**src/rtl/logs_sweep_ctrl.sv**
```systemverilog
`default_nettype none
// ============================================================================
// Module   : logs_sweep_ctrl
// Brief    : Steps the logistic-map growth parameter r per iteration count,
//            dwelling on periodic windows and muting while settling after wrap.
// Revision : 1.0 - initial release
// ============================================================================
module logs_sweep_ctrl #(
    parameter int FRAC         = 8,
    parameter int N_OSC        = 4,
    parameter int R_INC        = 1000,
    parameter int DWELL_MULT   = 4,
    parameter int SETTLE_ITERS = 64,
    parameter int STEP_LO      = 4,
    parameter int STEP_HI      = 1,
    parameter int R_INIT       = (1 << FRAC) | (1 << (FRAC - 4))
) (
    input  logic                                          clk,
    input  logic                                          reset,
    input  logic                                          iter_done,
    input  logic                                          hold,
    output logic [FRAC+1:0]                               r,
    output logic                                          r_step,
    output logic [((N_OSC > 1) ? $clog2(N_OSC) : 1)-1:0]  n_osc_m1,
    output logic [N_OSC-1:0]                              osc_mask,
    output logic                                          mute
);

    localparam int RW            = FRAC + 2;
    localparam int NW            = (N_OSC > 1) ? $clog2(N_OSC) : 1;
    localparam int C_DWELL_ITERS = DWELL_MULT * R_INC;
    localparam int C_CNT_MAX0    = (C_DWELL_ITERS > R_INC) ? C_DWELL_ITERS : R_INC;
    localparam int C_CNT_MAX     = (SETTLE_ITERS > C_CNT_MAX0) ? SETTLE_ITERS : C_CNT_MAX0;
    localparam int CNT_W         = $clog2(C_CNT_MAX + 1);
    localparam int C_N6          = (N_OSC < 6) ? N_OSC : 6 * (N_OSC / 6);
    localparam int C_N5          = (N_OSC < 5) ? N_OSC : 5 * (N_OSC / 5);

    localparam logic [RW-1:0]    C_R_INIT      = RW'(R_INIT);
    localparam logic [CNT_W-1:0] C_RAMP_LAST   = CNT_W'(R_INC - 1);
    localparam logic [CNT_W-1:0] C_DWELL_LAST  = CNT_W'(C_DWELL_ITERS - 1);
    localparam logic [CNT_W-1:0] C_SETTLE_LAST = CNT_W'(SETTLE_ITERS - 1);
    localparam logic [N_OSC:0]   C_ONE         = (N_OSC + 1)'(1);
    localparam logic [N_OSC-1:0] C_MASK6       = N_OSC'((C_ONE << C_N6) - C_ONE);
    localparam logic [N_OSC-1:0] C_MASK5       = N_OSC'((C_ONE << C_N5) - C_ONE);

    typedef enum logic [1:0] {
        ST_RAMP   = 2'd0,
        ST_DWELL  = 2'd1,
        ST_SETTLE = 2'd2
    } state_t;

    // Window identity from the top eight bits of r: 0 none, 1 W6a, 2 W6b, 3 W5.
    function automatic logic [1:0] win_id(input logic [7:0] top);
        if (top == 8'b11_101000)
            return 2'd1;
        if (top[7:2] == 6'b11_1101 && top[1:0] != 2'b11)
            return 2'd2;
        if (top[7:1] == 7'b11_10111)
            return 2'd3;
        return 2'd0;
    endfunction

    function automatic logic [NW-1:0] cfg_n(input logic [1:0] id);
        case (id)
            2'd1, 2'd2: return NW'(C_N6 - 1);
            2'd3:       return NW'(C_N5 - 1);
            default:    return NW'(N_OSC - 1);
        endcase
    endfunction

    function automatic logic [N_OSC-1:0] cfg_mask(input logic [1:0] id);
        case (id)
            2'd1, 2'd2: return C_MASK6;
            2'd3:       return C_MASK5;
            default:    return '1;
        endcase
    endfunction

    state_t            r_state;
    state_t            w_state_nxt;
    logic [CNT_W-1:0]  r_cnt;
    logic [CNT_W-1:0]  w_cnt_nxt;
    logic [RW-1:0]     r_r;
    logic [RW-1:0]     w_r_nxt;
    logic              r_mute;
    logic              w_mute_nxt;
    logic              r_rstep;
    logic              w_do_step;
    logic [NW-1:0]     r_n_osc_m1;
    logic [N_OSC-1:0]  r_osc_mask;

    logic              w_ev;
    logic [RW:0]       w_inc;
    logic [RW:0]       w_sum;
    logic [RW-1:0]     w_r_inc;
    logic              w_r_max;
    logic [1:0]        w_win_cur;
    logic [1:0]        w_win_inc;
    logic [1:0]        w_win_nxt;
    logic              w_enter;

    assign w_ev    = iter_done & ~hold;
    assign w_inc   = (r_r[FRAC+1:FRAC] == 2'b11) ? (RW + 1)'(STEP_HI) : (RW + 1)'(STEP_LO);
    assign w_sum   = {1'b0, r_r} + w_inc;
    // Saturating add so every wrap first lands on all-ones.
    assign w_r_inc = w_sum[RW] ? {RW{1'b1}} : w_sum[RW-1:0];
    assign w_r_max = &r_r;

    assign w_win_cur = win_id(r_r[FRAC+1:FRAC-6]);
    assign w_win_inc = win_id(w_r_inc[FRAC+1:FRAC-6]);
    assign w_win_nxt = win_id(w_r_nxt[FRAC+1:FRAC-6]);
    assign w_enter   = (w_win_inc != 2'd0) && (w_win_inc != w_win_cur);

    always_comb begin
        w_state_nxt = r_state;
        w_cnt_nxt   = r_cnt;
        w_r_nxt     = r_r;
        w_mute_nxt  = r_mute;
        w_do_step   = 1'b0;
        if (w_ev) begin
            case (r_state)
                ST_RAMP: begin
                    if (r_cnt == C_RAMP_LAST) begin
                        w_cnt_nxt = '0;
                        w_do_step = 1'b1;
                    end else begin
                        w_cnt_nxt = r_cnt + 1'b1;
                    end
                end
                ST_DWELL: begin
                    if (r_cnt == C_DWELL_LAST) begin
                        w_cnt_nxt = '0;
                        w_do_step = 1'b1;
                    end else begin
                        w_cnt_nxt = r_cnt + 1'b1;
                    end
                end
                ST_SETTLE: begin
                    if (r_cnt == C_SETTLE_LAST) begin
                        w_cnt_nxt   = '0;
                        w_mute_nxt  = 1'b0;
                        w_state_nxt = ST_RAMP;
                    end else begin
                        w_cnt_nxt = r_cnt + 1'b1;
                    end
                end
                default: begin
                    w_cnt_nxt   = '0;
                    w_state_nxt = ST_RAMP;
                end
            endcase
        end
        if (w_do_step) begin
            if (w_r_max) begin
                w_r_nxt     = C_R_INIT;
                w_mute_nxt  = 1'b1;
                w_state_nxt = ST_SETTLE;
            end else begin
                w_r_nxt     = w_r_inc;
                w_state_nxt = w_enter ? ST_DWELL : ST_RAMP;
            end
        end
    end

    always_ff @(posedge clk) begin
        if (reset) begin
            r_state    <= ST_RAMP;
            r_cnt      <= '0;
            r_r        <= C_R_INIT;
            r_mute     <= 1'b0;
            r_rstep    <= 1'b0;
            r_n_osc_m1 <= cfg_n(win_id(C_R_INIT[FRAC+1:FRAC-6]));
            r_osc_mask <= cfg_mask(win_id(C_R_INIT[FRAC+1:FRAC-6]));
        end else begin
            r_state    <= w_state_nxt;
            r_cnt      <= w_cnt_nxt;
            r_r        <= w_r_nxt;
            r_mute     <= w_mute_nxt;
            r_rstep    <= w_do_step;
            r_n_osc_m1 <= cfg_n(w_win_nxt);
            r_osc_mask <= cfg_mask(w_win_nxt);
        end
    end

    assign r        = r_r;
    assign r_step   = r_rstep;
    assign n_osc_m1 = r_n_osc_m1;
    assign osc_mask = r_osc_mask;
    assign mute     = r_mute;

endmodule
`default_nettype wire

```
**config.mk**
```make
export PLATFORM = sky130hd
export DESIGN_NAME = logs_sweep_ctrl
export DESIGN_NICKNAME = d
export VERILOG_FILES = /design/src/rtl/logs_sweep_ctrl.sv
export SDC_FILE = /design/constraint.sdc
export NUM_CORES = 1
export LEC_CHECK = 0
export ABC_CLOCK_PERIOD_IN_PS = 2300
export CELL_PAD_IN_SITES_DETAIL_PLACEMENT = 0
export CELL_PAD_IN_SITES_GLOBAL_PLACEMENT = 1
export CORE_ASPECT_RATIO = 0.6
export CORE_MARGIN = 1.5
export CORE_UTILIZATION = 38
export CTS_BUF_LIST = sky130_fd_sc_hd__clkbuf_8
export CTS_CLUSTER_SIZE = 12
export DETAILED_ROUTE_END_ITERATION = 10
export PLACE_DENSITY_LB_ADDON = 0.1
export SYNTH_ARGS = -nofsm -noshare
export SYNTH_HDL_FRONTEND = slang
export SYNTH_SLANG_ARGS = --single-unit
```
**constraint.sdc**
```tcl
create_clock -name clk -period 2.3 [get_ports clk]
set_input_delay 0.345 -clock clk [delete_from_list [all_inputs] [get_ports clk]]
set_output_delay 0.345 -clock clk [all_outputs]
set_load 0.05 [all_outputs]
```
==> results_dict.tcl, run 1 <==
set metrics [dict create \
    run_status "complete, no violations" \
    drtIter0Drc 255 \
    route.detailed.drc 0 \
    p_clk_frac 0.336 \
    syn_to_final_growth_pct 22.1 \
    power_switching_uw 183 \
    critPathLaunchType "register" \
    wl_met2_um 1680 \
    cp.required_ns 2.46 \
    p_int_uw 585 \
    cts_setup_buffers 0 \
    syn-mean-instance-area_sq_um 7.49 \
    min_period_over_period 0.963 \
    die_width_um 90.1 \
    grt_max_degree 15 \
    r2r-start "r[8]" \
    htreeDepth 1 \
    yosys.area_share.simple 0.300 \
    synth_top_family_by_area "simple AND/OR/NAND/NOR gates" \
    core_area_sq_mm 0.00423 \
    setup_viol 0 \
    post-place-ws_ns -0.0123 \
    synthCells 231 \
    vias 1809 \
    start_util 0.409 \
    p_total_uw 768 \
    min-delay-start "r_cnt[5]" \
    nNetsFinal 256 \
    slew_headroom 0.661 \
    synth_edf_count 0 \
    tightest_slew_ns 0.506 \
    vdd_drop_max_mv 0.224 \
    setup_ws_ns 0.0862 \
    cts-root-buf "clkbuf_8" \
    cts_sinks 26 \
    netlist_top_cells_area "dfxtp_1 30%, a21oi_1 6.7%, o21ai_0 4.6%" \
    avgViaCountPerCell 5.85 \
    clk_latency_ns 0.27 \
    pwr-share-comb 0.078 \
    p_per_area_mw_per_mm2 363 \
    met1_length_um 2680 \
    row_count 18 \
    synthFlopType "dfxtp_1" \
    worstHoldPathType "register to register" \
    top_layer "met4" \
    yosys.area.top_type "dfxtp_1" \
    clock_path_buffers 2 \
    grt_use_total 0.200 \
    ys_async_sr_fraction 0 \
    fp.dieH_um 55.3 \
    synth-xor-area-share 0.0405 \
    finClkSkew_ns 0.00463 \
    cts-buffers-inserted 3 \
    gp_congestion 0.989 \
    synth_top_area_share 0.301 \
    drive_gt1_frac 0.157 \
    cp-startpoint "r[8]" \
    min_period_ns 2.21 \
    die-area_sq_mm 0.00498 \
    final_antenna_net_count 0 \
    synth_compound_area_frac 0.240 \
    antenna_found_initial 0 \
    hold_buffers 0 \
    met3_length_um 456 \
    grt_pass1_wl_um 8020 \
    seq_area_frac_synth 0.301 \
    path_class "register to register" \
    synth_seq_cells 26 \
    io_buffer_count 15 \
    yosysMostFrequentCell "dfxtp_1" \
    first_pass_iters 5 \
    arrival_ns 2.37 \
    cts_tree "built" \
    hold_viol 0 \
    power_leakage_uw 0.000690 \
    cp-end-kind "register" \
    drv_cap 0 \
    clkTransAtPathRegs_ns 0.09 \
    synth_fa_ha_area_frac 0.0145 \
    synth_area_sq_mm 0.00173 \
    antenna_cells 0 \
    p_sw_frac 0.239 \
    fin_tns_setup_ns 0 \
    synth_mux_area_frac 0.0181 \
    seqPwrFrac 0.586 \
    ys_warn_count 0 \
    fmax_mhz 452 \
    synth_top_cells_by_count "26 x dfxtp_1, 23 x a21oi_1, 20 x nand2_1" \
    boundaryPins 22 \
    first_global_vias 1572 \
    wirelength_um 4840 \
    wl_per_cell_um 15.7 \
    ys_types 48 \
    dpl.hpwl_um 3670 \
    overflow 0 \
    slew_viol_final 0 \
    worst-path-max-fanout 11 \
]
[power groups by stage]
stage,Combinational [uW],Sequential [uW],Clock [uW]
2_1_floorplan,46.5,462,0
4_1_cts,59.0,450,266
3_3_place_gp,58.5,461,0
3_5_place_dp,59.0,461,0
5_1_grt,64.2,450,293
6_report,59.7,450,258
[cells by family (layout without fill, tap and decap cells)]
group                      Yosys count  count (layout)
and+or+nand+nor                     94              94
xor gates and xnor gates             8               8
DFF                                 26              26
AOI/OAI and AO/OA                   67              67
other                                1               6
buffers and inverters               30              43
adders and majority gates            2               2
muxes                                3               3
[routing by layer]
| metal | vias to the layer above | track usage |
|---|---|---|
| li1 | 873 | - |
| met1 | 835 | 0.333 |
| met2 | 97 | 0.242 |
| met3 | 4 | 0.0592 |
| met4 | 0 | 0.0340 |
| met5 | - | 0 |
[path summary, 6_finish.rpt]
kind                 to  depth (start not counted)  slack (ns)
max          r_state[0]                          8        0.09
min            r_cnt[5]                          2        0.51
max reg2reg  r_state[0]                          8        0.09
min reg2reg    r_cnt[5]                          2        0.51
[registers in the layout, indices dropped and copies added (netlist names)]
signal,cells
r,10
r_cnt,12
r_state,2
mute,1
r_step,1
[stage by stage]
stage	cell area, sq um	utilization	hold slack, ns	std cells
CTS	2040	0.483	0.515	309
global route	2110	0.499	0.530	309
global placement	1990	0.470	0.465	305
floorplan	1760	-	0.461	236
detailed placement	1990	0.470	0.500	305
finish	2110	0.499	0.513	309
[worst max-delay path: stages, from the launching register on]
cell and delay [ns]:
dfxtp_4 0.43, and3_1 0.24, ha_2 0.28, and2_2 0.26
o21ai_0 0.13, xnor2_1 0.38, nor3_1 0.12, a31oi_1 0.18
a21oi_1 0.08
[timing repair]
item / 4_1_cts / 5_1_grt
setup endpoints to repair: 1 / 2
pin swaps: 0 / 2
gates resized for setup: 2 / 11
[layout by cell type (no fill, tap or decap), drive strengths merged, types with 2 or more instances in the layout]
cell	Yosys	layout
nor2	17	17
clkdlybuf4s50	0	15
a31oi	6	6
a2111oi	2	2
nor3b	2	2
nand4	10	10
o31ai	2	2
a211oi	2	2
ha	2	2
mux2i	2	2
and4	3	3
dfxtp	26	26
or4	2	2
nor4	3	3
buf	9	17
a21oi	25	25
xnor2	5	5
o21ai	16	16
nand3	8	8
xor2	3	3
nor3	8	8
nand3b	4	4
nand4b	2	2
conb	1	6
and3	3	3
o21a	2	2
inv	7	7
clkbuf	14	3
and2	6	6
nand2	20	20
a41oi	4	4
nand2b	2	2
nor2b	2	2
[area by class of cell]
| type | count | area (sq um) |
|---|---|---|
| well taps | 60 | 75.1 |
| clock buffers | 3 | 41.3 |
| clock inverters | 1 | 3.75 |
| flip-flops and latches | 26 | 529 |
| fillers | 426 | 2120 |
| repair buffers | 32 | 278 |
| inverters | 7 | 26.3 |
| multi-input cells | 180 | 1160 |
No activity file was read; power rests on OpenSTA's default activity.
==> inputs of run 2 (changes only) <==
GPL_ROUTABILITY_DRIVEN = 0   (was not set)
==> results_dict.tcl, run 2 (synthesis gave the netlist of run 1 again) <==
set metrics [dict create \
    route.detailed.drc 0 \
    cp_cell_sequence "ha_1 > nand4_2 > or4_4 > a211o_4 > or3_4 > a21oi_2" \
    boundaryPins 22 \
    antenna_found_initial 0 \
    die-area_sq_mm 0.00498 \
    worst-path-max-fanout 6 \
    stdcell_area_sq_mm 0.00208 \
    wirelength_um 4730 \
    overflow 0 \
    dpl.hpwl_um 3560 \
    min_to "mute" \
    htreeDepth 1 \
    die_width_um 90.1 \
    drv_cap 0 \
    place_inst 304 \
    cp-startpoint "r_cnt[0]" \
    hold_viol 0 \
    tightest_slew_ns 0.605 \
    grt_use_total 0.196 \
    min_period_ns 2.21 \
    power_leakage_uw 0.000695 \
    max_stage_delay_ns 0.58 \
    worstHoldPathType "register to register" \
    arrival_ns 2.44 \
    final_cells 308 \
    cp.required_ns 2.52 \
    wl_per_cell_um 15.4 \
    avgViaCountPerCell 5.91 \
    syn_to_final_growth_pct 20.2 \
    path_class "register to register" \
    final_antenna_net_count 0 \
    cts-root-buf "clkbuf_8" \
    finClkSkew_ns 0.00961 \
    first_pass_iters 5 \
    p_per_area_mw_per_mm2 428 \
    setup_viol 0 \
    drtIter0Drc 209 \
    cp_slowest_cell "or4_4" \
    cts_sinks 26 \
    layout_common_cells "23 x a21oi_1, 23 x dfxtp_1, 20 x nand2_1" \
    post-place-ws_ns 0.0577 \
    core_area_sq_mm 0.00423 \
    grt_max_degree 16 \
    critPathLaunchType "register" \
    cts_setup_buffers 0 \
    slew_headroom 0.596 \
    grt_pass1_wl_um 7890 \
    cp-end-kind "register" \
    io_buffer_count 15 \
    num-fill-cells 429 \
    antenna_cells 0 \
    cts_tree "built" \
    vdd_drop_max_mv 0.221 \
    nNetsFinal 255 \
    drive_gt1_frac 0.137 \
    holdPathStages 2 \
    fmax_mhz 451 \
    slew_viol_final 0 \
    min-delay-start "mute" \
    place_area_sq_mm 0.00198 \
    row_count 18 \
    clk_latency_ns 0.28 \
    largest_register "r_cnt" \
    first_global_vias 1554 \
    rsz0062_at_grt "true" \
    fp.dieH_um 55.3 \
    setup_ws_ns 0.0850 \
    cts-buffers-inserted 3 \
    r2r-start "r_cnt[0]" \
    run_status "complete, no violations" \
    clock_path_buffers 2 \
    r2r_cells 6 \
    min_period_over_period 0.963 \
    clkTransAtPathRegs_ns 0.10 \
    rr_endpoint "r[2]" \
    vias 1821 \
    largest_reg_flops 12 \
    fin_util 0.491 \
    r2r_slack_ns 0.09 \
    start_util 0.409 \
]
[run 2: cell types whose count changed in the layout (fill, tap and decap cells not counted), sizes merged]
cell | before | now
buf | 17 | 16
bufinv | 0 | 1
clkinv | 1 | 0
[run 2: repair_timing]
action | 4_1_cts | 5_1_grt
endpoints found under the setup margin | 0 | 4
resized for setup | 0 | 5
hold buffers | 0 | 0
[run 2: critical path: cells and delay by family, from the launching register on]
family          cells  cell delay, ns
simple gates        3            1.11
compound gates      2            0.52
flops               1            0.35
fa+ha+maj           1            0.19
[run 2: report_power, final]
part	switching (uW)	leakage, uW	total [uW]	internal [uW]
clock	149	0.0000357	382	233
sequential	1.08	0.000211	450	449
combinational	43.2	0.000449	58.0	14.8
[run 2: per-layer routing]
metal	part of all wire	vias to the layer above	global-route usage
met5	0	-	0
met4	0.0097	0	0.0476
met3	0.099	9	0.0606
met2	0.35	110	0.223
met1	0.54	834	0.329
li1	-	868	-
[run 2: worst max path at each step]
stage            endpoint  slack, ns  depth (start not counted)
6_report             r[2]       0.09                          6
2_1_floorplan        r[2]       0.01                          7
4_1_cts        r_state[0]       0.03                          8
5_1_grt        r_state[0]     -0.004                          8
3_5_place_dp   r_state[0]       0.06                          8
3_3_place_gp   r_state[0]       0.10                          8
[run 2: area by class of cell]
type	instances	area, sq um	share of cell area
multi-input combinational	180	1110	0.532
sequential	26	529	0.255
timing repair buffer	31	270	0.130
tap	60	75.1	0.0361
clock buffer	3	41.3	0.0199
clock inverter	1	30.0	0.0144
inverter	7	26.3	0.0126
[run 2: metrics by stage]
| step | hold WS [ns] | TNS, ns | power [uW] |
|---|---|---|---|
| CTS | 0.482 | 0 | 902 |
| floorplan | 0.461 | 0 | 508 |
| global placement | 0.462 | 0 | 518 |
| detailed placement | 0.466 | 0 | 518 |
| global route | 0.503 | -0.00375 | 926 |
| finish | 0.483 | 0 | 891 |
